==> config.mk <==
export PLATFORM = sky130hd
export DESIGN_NAME = instruction_fetch_queue
export DESIGN_NICKNAME = d
export VERILOG_FILES = /design/src/rtl/mips_defs.sv /design/src/rtl/ifq_fifo.sv /design/src/rtl/instruction_fetch_queue.sv
export SDC_FILE = /design/constraint.sdc
export NUM_CORES = 1
export LEC_CHECK = 0
export BUFFER_PORTS_ARGS = -buffer_cell sky130_fd_sc_hd__buf_4
export CELL_PAD_IN_SITES_DETAIL_PLACEMENT = 1
export CELL_PAD_IN_SITES_GLOBAL_PLACEMENT = 2
export CORE_UTILIZATION = 43
export DETAILED_ROUTE_END_ITERATION = 10
export PLACE_DENSITY = 0.95
export SLEW_MARGIN = 20
export SYNTH_ARGS = -nofsm -noshare
export SYNTH_HDL_FRONTEND = slang
export SYNTH_SLANG_ARGS = --single-unit
==> constraint.sdc <==
create_clock -name Clk -period 4.9 [get_ports Clk]
set_input_delay 0.735 -clock Clk [delete_from_list [all_inputs] [get_ports Clk]]
set_output_delay 0.735 -clock Clk [all_outputs]
set_load 0.1 [all_outputs]
==> src/rtl/mips_defs.sv <==
// -----------------------------------------------------------------------------
// mips_defs
//   Shared definitions for the fetch stage.
//   - fetch_state_e : fetch FSM encoding (FETCH, DROP)
//   - NOP_INSTR     : instruction presented when no valid entry is at the head
//   - WORD_BYTES    : fetch stride in bytes
//   - word_align()  : clears the two byte-offset bits of an address
// -----------------------------------------------------------------------------
package mips_defs;

    typedef enum logic [0:0] {
        FETCH = 1'b0,  // issuing sequential requests while the queue has room
        DROP  = 1'b1   // waiting out a stale request after a redirect
    } fetch_state_e;

    localparam logic [31:0] NOP_INSTR  = 32'h0000_0000;
    localparam logic [31:0] WORD_BYTES = 32'd4;

    function automatic logic [31:0] word_align(input logic [31:0] addr);
        return addr & ~32'h3;
    endfunction

endpackage

==> src/rtl/ifq_fifo.sv <==
// -----------------------------------------------------------------------------
// ifq_fifo
//   DEPTH x 64-bit circular buffer holding {instruction, pc_plus4} entries.
//   Ports:
//     clk_i, rst_i  : clock, asynchronous active-high reset
//     clear_i       : empties the buffer; wins over push/pop in the same cycle
//     push_i        : write push_data_i at the tail
//     push_data_i   : 64-bit entry
//     pop_i         : retire the head entry
//     head_o        : entry at the head (undefined content when count_o == 0)
//     count_o       : number of valid entries, 0..DEPTH
//   The caller never pops an empty buffer or pushes into a full one unless it
//   also pops in that cycle; pointers wrap naturally because DEPTH is 2^n.
// -----------------------------------------------------------------------------
module ifq_fifo #(
    parameter int DEPTH = 4
) (
    input  logic                         clk_i,
    input  logic                         rst_i,
    input  logic                         clear_i,
    input  logic                         push_i,
    input  logic [63:0]                  push_data_i,
    input  logic                         pop_i,
    output logic [63:0]                  head_o,
    output logic [$clog2(DEPTH):0]       count_o
);

    localparam int AW = $clog2(DEPTH);
    localparam int CW = AW + 1;

    logic [63:0]   mem_q [DEPTH];
    logic [AW-1:0] wr_ptr_q, wr_ptr_d;
    logic [AW-1:0] rd_ptr_q, rd_ptr_d;
    logic [CW-1:0] count_q,  count_d;

    always_comb begin
        wr_ptr_d = wr_ptr_q;
        rd_ptr_d = rd_ptr_q;
        count_d  = count_q;
        if (clear_i) begin
            wr_ptr_d = '0;
            rd_ptr_d = '0;
            count_d  = '0;
        end else begin
            if (push_i) wr_ptr_d = wr_ptr_q + AW'(1);
            if (pop_i)  rd_ptr_d = rd_ptr_q + AW'(1);
            case ({push_i, pop_i})
                2'b10:   count_d = count_q + CW'(1);
                2'b01:   count_d = count_q - CW'(1);
                default: count_d = count_q;
            endcase
        end
    end

    always_ff @(posedge clk_i or posedge rst_i) begin
        if (rst_i) begin
            wr_ptr_q <= '0;
            rd_ptr_q <= '0;
            count_q  <= '0;
        end else begin
            wr_ptr_q <= wr_ptr_d;
            rd_ptr_q <= rd_ptr_d;
            count_q  <= count_d;
        end
    end

    // Storage needs no reset: nothing reads it while count is zero.
    always_ff @(posedge clk_i) begin
        if (push_i && !clear_i) mem_q[wr_ptr_q] <= push_data_i;
    end

    assign head_o  = mem_q[rd_ptr_q];
    assign count_o = count_q;

endmodule

==> src/rtl/instruction_fetch_queue.sv <==
// -----------------------------------------------------------------------------
// instruction_fetch_queue
//   Fetch stage in front of the IF/ID register. Issues one sequential request
//   at a time to a variable-latency instruction memory and queues the returned
//   words with their PC+4. Redirects from MEM flush the queue and restart
//   fetching at the new address; a request still in flight at that moment is
//   completed and its data thrown away (DROP state).
//   Ports:
//     Clk, Reset             : clock, asynchronous active-high reset
//     Redirect, RedirectPC   : taken branch/jump; RedirectPC[1:0] are ignored
//     Stall                  : consumer not accepting this cycle
//     ImemReq, ImemAddr      : request valid / word address; both hold until ack
//     ImemAck, ImemData      : completes the current request with its word
//     InstValid, Instruction : head entry valid / head word (NOP when empty)
//     PCPlus4                : head entry address + 4 (0 when empty)
//     StallCycles, EmptyCycles, FlushCount : saturating performance counters
//   Handshake: a request is outstanding from the cycle ImemReq is high until
//   the first cycle with ImemReq && ImemAck (possibly the same cycle); ImemReq
//   and ImemAddr do not change while a request is outstanding.
//   Configuration macro: IFQ_PERF_COUNTERS_EN enables the counters; without it
//   the counter outputs are constant 0.
// -----------------------------------------------------------------------------
module instruction_fetch_queue
    import mips_defs::*;
#(
    parameter int          DEPTH    = 4,
    parameter logic [31:0] RESET_PC = 32'h0
) (
    input  logic        Clk,
    input  logic        Reset,
    input  logic        Redirect,
    input  logic [31:0] RedirectPC,
    input  logic        Stall,
    output logic        ImemReq,
    output logic [31:0] ImemAddr,
    input  logic        ImemAck,
    input  logic [31:0] ImemData,
    output logic        InstValid,
    output logic [31:0] Instruction,
    output logic [31:0] PCPlus4,
    output logic [31:0] StallCycles,
    output logic [31:0] EmptyCycles,
    output logic [31:0] FlushCount
);

    localparam int            CW      = $clog2(DEPTH) + 1;
    localparam logic [CW-1:0] DEPTH_C = CW'(DEPTH);

    fetch_state_e  state_q, state_d;
    logic [31:0]   fetch_pc_q, fetch_pc_d;
    logic [31:0]   drop_addr_q, drop_addr_d;
    logic          req_q, req_d;

    logic          ack_v;
    logic          push, pop;
    logic [CW-1:0] count, count_next;
    logic [63:0]   head;

    ifq_fifo #(.DEPTH(DEPTH)) u_fifo (
        .clk_i       (Clk),
        .rst_i       (Reset),
        .clear_i     (Redirect),
        .push_i      (push),
        .push_data_i ({ImemData, fetch_pc_q + WORD_BYTES}),
        .pop_i       (pop),
        .head_o      (head),
        .count_o     (count)
    );

    assign InstValid = (count != '0);
    assign ack_v     = req_q && ImemAck;
    // Redirect voids both the word arriving this cycle and any dequeue.
    assign push      = (state_q == FETCH) && ack_v && !Redirect;
    assign pop       = InstValid && !Stall && !Redirect;

    always_comb begin
        count_next = count;
        if (Redirect) begin
            count_next = '0;
        end else begin
            case ({push, pop})
                2'b10:   count_next = count + CW'(1);
                2'b01:   count_next = count - CW'(1);
                default: count_next = count;
            endcase
        end
    end

    always_comb begin
        state_d     = state_q;
        fetch_pc_d  = fetch_pc_q;
        drop_addr_d = drop_addr_q;
        case (state_q)
            FETCH: begin
                if (Redirect) begin
                    fetch_pc_d = word_align(RedirectPC);
                    // Request in flight and not finishing now: wait it out.
                    if (req_q && !ImemAck) begin
                        state_d     = DROP;
                        drop_addr_d = fetch_pc_q;
                    end
                end else if (ack_v) begin
                    fetch_pc_d = fetch_pc_q + WORD_BYTES;
                end
            end
            DROP: begin
                if (Redirect) fetch_pc_d = word_align(RedirectPC);
                if (ImemAck)  state_d    = FETCH;
            end
            default: state_d = FETCH;
        endcase
        // A new request is only raised when the entry it returns is
        // guaranteed a free slot; once raised it stays up until its ack since
        // the count can only fall meanwhile.
        req_d = (state_d == DROP) || (count_next < DEPTH_C);
    end

    always_ff @(posedge Clk or posedge Reset) begin
        if (Reset) begin
            state_q     <= FETCH;
            fetch_pc_q  <= RESET_PC;
            drop_addr_q <= '0;
            req_q       <= 1'b0;
        end else begin
            state_q     <= state_d;
            fetch_pc_q  <= fetch_pc_d;
            drop_addr_q <= drop_addr_d;
            req_q       <= req_d;
        end
    end

    assign ImemReq     = req_q;
    assign ImemAddr    = (state_q == DROP) ? drop_addr_q : fetch_pc_q;
    assign Instruction = InstValid ? head[63:32] : NOP_INSTR;
    assign PCPlus4     = InstValid ? head[31:0]  : 32'h0;

`ifdef IFQ_PERF_COUNTERS_EN
    logic [31:0] stall_cycles_q, empty_cycles_q, flush_count_q;

    always_ff @(posedge Clk or posedge Reset) begin
        if (Reset) begin
            stall_cycles_q <= '0;
            empty_cycles_q <= '0;
            flush_count_q  <= '0;
        end else begin
            if (InstValid && Stall && (stall_cycles_q != '1))
                stall_cycles_q <= stall_cycles_q + 32'd1;
            if (!InstValid && !Redirect && (empty_cycles_q != '1))
                empty_cycles_q <= empty_cycles_q + 32'd1;
            if (Redirect && (flush_count_q != '1))
                flush_count_q <= flush_count_q + 32'd1;
        end
    end

    assign StallCycles = stall_cycles_q;
    assign EmptyCycles = empty_cycles_q;
    assign FlushCount  = flush_count_q;
`else
    assign StallCycles = 32'h0;
    assign EmptyCycles = 32'h0;
    assign FlushCount  = 32'h0;
`endif

endmodule
==> flow_summary.json <==
{
  "run_status": "finished, final reports clean",
  "cts_hold_buffers": 0,
  "first_global_vias": 8514,
  "async_flop_share_pct": 21.77,
  "worst_ep_arrival_time_ns": 2.70,
  "drt_iter0_drc": 511,
  "cp_slowest_stage_delay_ns": 0.89,
  "post_cts.resized_instances": 0,
  "initial_core_util_pct": 43.58,
  "worstSkewPairLatency_ns": 0.52,
  "cts_tree": "built",
  "finalClockSkew_ns": 0.01223,
  "port_buffers": 160,
  "setup_total_negative_slack_ns": 0,
  "slew_violations": 0,
  "vias_per_cell": 5.285,
  "path_cells": "buf_4 -> mux4_2 -> nor2b_1 -> buf_4",
  "postLayoutCoreUtil_pct": 50.42,
  "syn_avg_cell_area_um2": 15.31,
  "detail_route.wirelength_mm": 32.59,
  "cts.htree.levels": 2,
  "drive_above_1_share_pct": 31.78,
  "crit_family": "flip-flops",
  "yosys_warnings": 0,
  "worstMarginPinSlew_ns": 1.057,
  "synth.cell_area_um2": 14580,
  "critical_path_required_ns": 4.16,
  "critPathMaxFanout": 30,
  "place.detailed.hpwl_mm": 20.11,
  "hp-start": "ImemData[24]",
  "setup_viol": 0,
  "grt_first_pass_wirelength_mm": 49.34,
  "number_of_i_o_pins": 263,
  "worst_ir_drop_vdd_mv": 0.3022,
  "timing.final.crit_period_ns": 3.430,
  "die_width_um": 186.1,
  "yosys_most_used_dff": "sky130_fd_sc_hd__edfxtp_1",
  "fin_crit_sh_pct": 70.01,
  "tritoncts.num_buffers": 35,
  "unrepaired_setup_endpoints_after_global_routing": "no",
  "max_freq_ghz": 0.2915,
  "synthToLayoutAreaGrowth_pct": 15.70,
  "grt_overflow_total": 0,
  "wl_per_cell_um": 20.86,
  "number_of_flops_mapped_to_enable_cells_by_yosys": 248,
  "crit_slowest_cell": "sky130_fd_sc_hd__dfrtp_2",
  "antenna_cells": 0,
  "timing.reg2reg.worst_path_depth": 11,
  "synth.top_cells.by_area": "sky130_fd_sc_hd__edfxtp_1 51%, sky130_fd_sc_hd__dfrtp_1 12%, sky130_fd_sc_hd__mux4_2 9.6%",
  "synth_top_area_share_pct": 51.09,
  "timing.hold.worst.class": "input port to flop",
  "report.final.hold_viol_count": 0,
  "dr_total_vias": 8255,
  "number_of_sinks_handled_by_clock_tree_synthesis": 317,
  "synth.yosys.seq_area_share_pct": 62.94,
  "timing.rr.start": "state_q",
  "whs_endpoint": "u_fifo.mem_q[1][56]",
  "power_leakage_nw": 6.084,
  "number_of_fill_cells_in_the_layout": 3278,
  "post_place_setup_slack_ns": 1.497,
  "critical_path.n_buffers_inverters": 2,
  "maximum_capacitance_violations": 0,
  "ff2ff_setup_slack_ns": 2.16,
  "postSynthCellCount": 952,
  "clk_root_buffer_cell": "sky130_fd_sc_hd__clkbuf_16",
  "worstReg2RegEnd": "ImemReq",
  "power-per-cell-area_nw_per_um2": 454.0,
  "routabilityCongestion": 0.7450,
  "drt_drc_violations_left": 0,
  "drt-pass1-iter-count": 5,
  "grt_max_degree": 66,
  "yosysUniqueCellTypes": 60,
  "setup.worst_path.start_class": "flop",
  "placedInstanceArea_um2": 15760,
  "worst_slack_ns": 1.470,
  "timing.max_slew.rel_slack_pct": 29.56,
  "clkSlewWorstSetupHoldPaths_ns": 0.06,
  "critical_path_class": "flop to output pin",
  "core_region_area_um2": 33450,
  "path_common_cell": "sky130_fd_sc_hd__buf_4",
  "cts.path.max_buffers": 3,
  "antenna_violations_before_repair": 0,
  "die-height_um": 186.1,
  "finalNetCount": 1169,
  "detail-route-antenna-nets": 0,
  "num_rows": 67,
  "groute.usage.overall_pct": 19.19,
  "netlist.top_cell.by_area": "sky130_fd_sc_hd__edfxtp_1",
  "worstHoldPathCells": 1,
  "post-route-cell-area_um2": 16860,
  "die_area_um2": 34640,
  "synth_seq_cells": 317,
  "cts_setup_buffers": 0,
  "worstSetupEndpointType": "output pin"
}
-- kinds of logic (layout without fill, tap and decap cells) --
| family | after synthesis | after routing | share of synthesized area [%] |
|---|---|---|---|
| AOI/OAI and AO/OA | 88 | 88 | 4.292 |
| buffers and inverters | 179 | 242 | 7.648 |
| other | 1 | 100 | 0.02573 |
| xor gates and xnor gates | 33 | 33 | 1.983 |
| DFF | 317 | 317 | 62.94 |
| muxes | 118 | 118 | 13.91 |
| adders and majority gates | 9 | 9 | 0.7725 |
| and+or+nand+nor | 207 | 207 | 8.438 |
-- worst max-delay path by stage --
stage / from / end / slack [ns] / depth (start not counted)
final: u_fifo.rd_ptr_q[1] / PCPlus4[22] / 1.47 / 4
after global routing: u_fifo.rd_ptr_q[0] / Instruction[22] / 1.34 / 4
after CTS: u_fifo.rd_ptr_q[1] / PCPlus4[22] / 1.38 / 4
after detailed placement: Redirect / ImemReq / 1.50 / 12
after global placement: Redirect / ImemReq / 1.59 / 12
after floorplan: state_q / ImemAddr[12] / 1.21 / 3
-- sequential cells by signal, indices dropped and copies added (netlist names) --
signal           count
fetch_pc_q          30
ImemReq              1
u_fifo.wr_ptr_q      2
u_fifo.mem_q       248
u_fifo.rd_ptr_q      2
drop_addr_q         30
state_q              1
u_fifo.count_o       3
-- synthesized netlist by cell type (3+ instances only) --
cell,count
sky130_fd_sc_hd__a21oi_1,15
sky130_fd_sc_hd__a22oi_1,16
sky130_fd_sc_hd__a41o_1,3
sky130_fd_sc_hd__and2_1,9
sky130_fd_sc_hd__and3_1,3
sky130_fd_sc_hd__and4_1,8
sky130_fd_sc_hd__buf_2,22
sky130_fd_sc_hd__buf_4,107
sky130_fd_sc_hd__clkbuf_1,32
sky130_fd_sc_hd__dfrtp_1,69
sky130_fd_sc_hd__edfxtp_1,248
sky130_fd_sc_hd__ha_1,9
sky130_fd_sc_hd__inv_1,11
sky130_fd_sc_hd__mux2_2,54
sky130_fd_sc_hd__mux4_2,62
sky130_fd_sc_hd__nand2_1,34
sky130_fd_sc_hd__nand3_1,15
sky130_fd_sc_hd__nand4_1,14
sky130_fd_sc_hd__nor2_1,23
sky130_fd_sc_hd__nor2b_1,62
sky130_fd_sc_hd__nor3_1,6
sky130_fd_sc_hd__nor3b_1,3
sky130_fd_sc_hd__nor4_1,3
sky130_fd_sc_hd__o211ai_1,16
sky130_fd_sc_hd__o21ai_0,9
sky130_fd_sc_hd__o22ai_1,5
sky130_fd_sc_hd__o2bb2a_1,3
sky130_fd_sc_hd__o311ai_0,4
sky130_fd_sc_hd__or3_1,11
sky130_fd_sc_hd__xnor2_1,26
sky130_fd_sc_hd__xor2_1,7
-- placed cells by master (no fill, tap or decap), types with 7 or more instances in the layout --
cell                        instances
sky130_fd_sc_hd__a21oi_1           15
sky130_fd_sc_hd__a22oi_1           16
sky130_fd_sc_hd__and4_1             8
sky130_fd_sc_hd__buf_4            169
sky130_fd_sc_hd__clkbuf_16         36
sky130_fd_sc_hd__conb_1           100
sky130_fd_sc_hd__dfrtp_1           67
sky130_fd_sc_hd__edfxtp_1         248
sky130_fd_sc_hd__ha_1               9
sky130_fd_sc_hd__inv_1             10
sky130_fd_sc_hd__mux2_2            54
sky130_fd_sc_hd__mux4_2            62
sky130_fd_sc_hd__nand2_1           34
sky130_fd_sc_hd__nand3_1           15
sky130_fd_sc_hd__nand4_1           14
sky130_fd_sc_hd__nor2_1            22
sky130_fd_sc_hd__nor2b_1           62
sky130_fd_sc_hd__o211ai_1          16
sky130_fd_sc_hd__o21ai_0            9
sky130_fd_sc_hd__or3_1             11
sky130_fd_sc_hd__xnor2_1           26
sky130_fd_sc_hd__xor2_1             7
-- where the power goes --
group	leakage (nW)	internal (W)	switching (W)
clock	0.538	0.00151	0.00104
combinational	2.48	0.000431	0.00135
sequential	3.07	0.00317	0.000161
-- layout make-up --
class	count	area, um2	share of cell area, %
Multi-Input combinational cell	555	4686	27.78
Clock inverter	18	182.7	1.083
Clock buffer	42	923.4	5.475
Sequential cell	317	9179	54.43
Tap cell	448	560.5	3.324
Inverter	12	45.04	0.2671
Timing Repair Buffer	170	1289	7.642
-- per-layer routing --
metal  vias to the layer above  GRT usage [%]  share of wire, %
met3                        46          3.267               4.7
met5                         -              0                 0
met4                         0          6.033               2.4
li1                       3676              -                 -
met1                      4292          24.76                42
met2                       241          33.00                51
-- through the flow --
stage	hold slack (ns)	total power (W)	instances
after floorplan	0.4522	0.004881	1051
final	0.4180	0.007656	1562
after detailed placement	0.4811	0.005176	1502
after global routing	0.4027	0.007917	1562
after global placement	0.4607	0.005127	1502
after CTS	0.3956	0.007729	1562
Power figures use the tool's default switching activity.
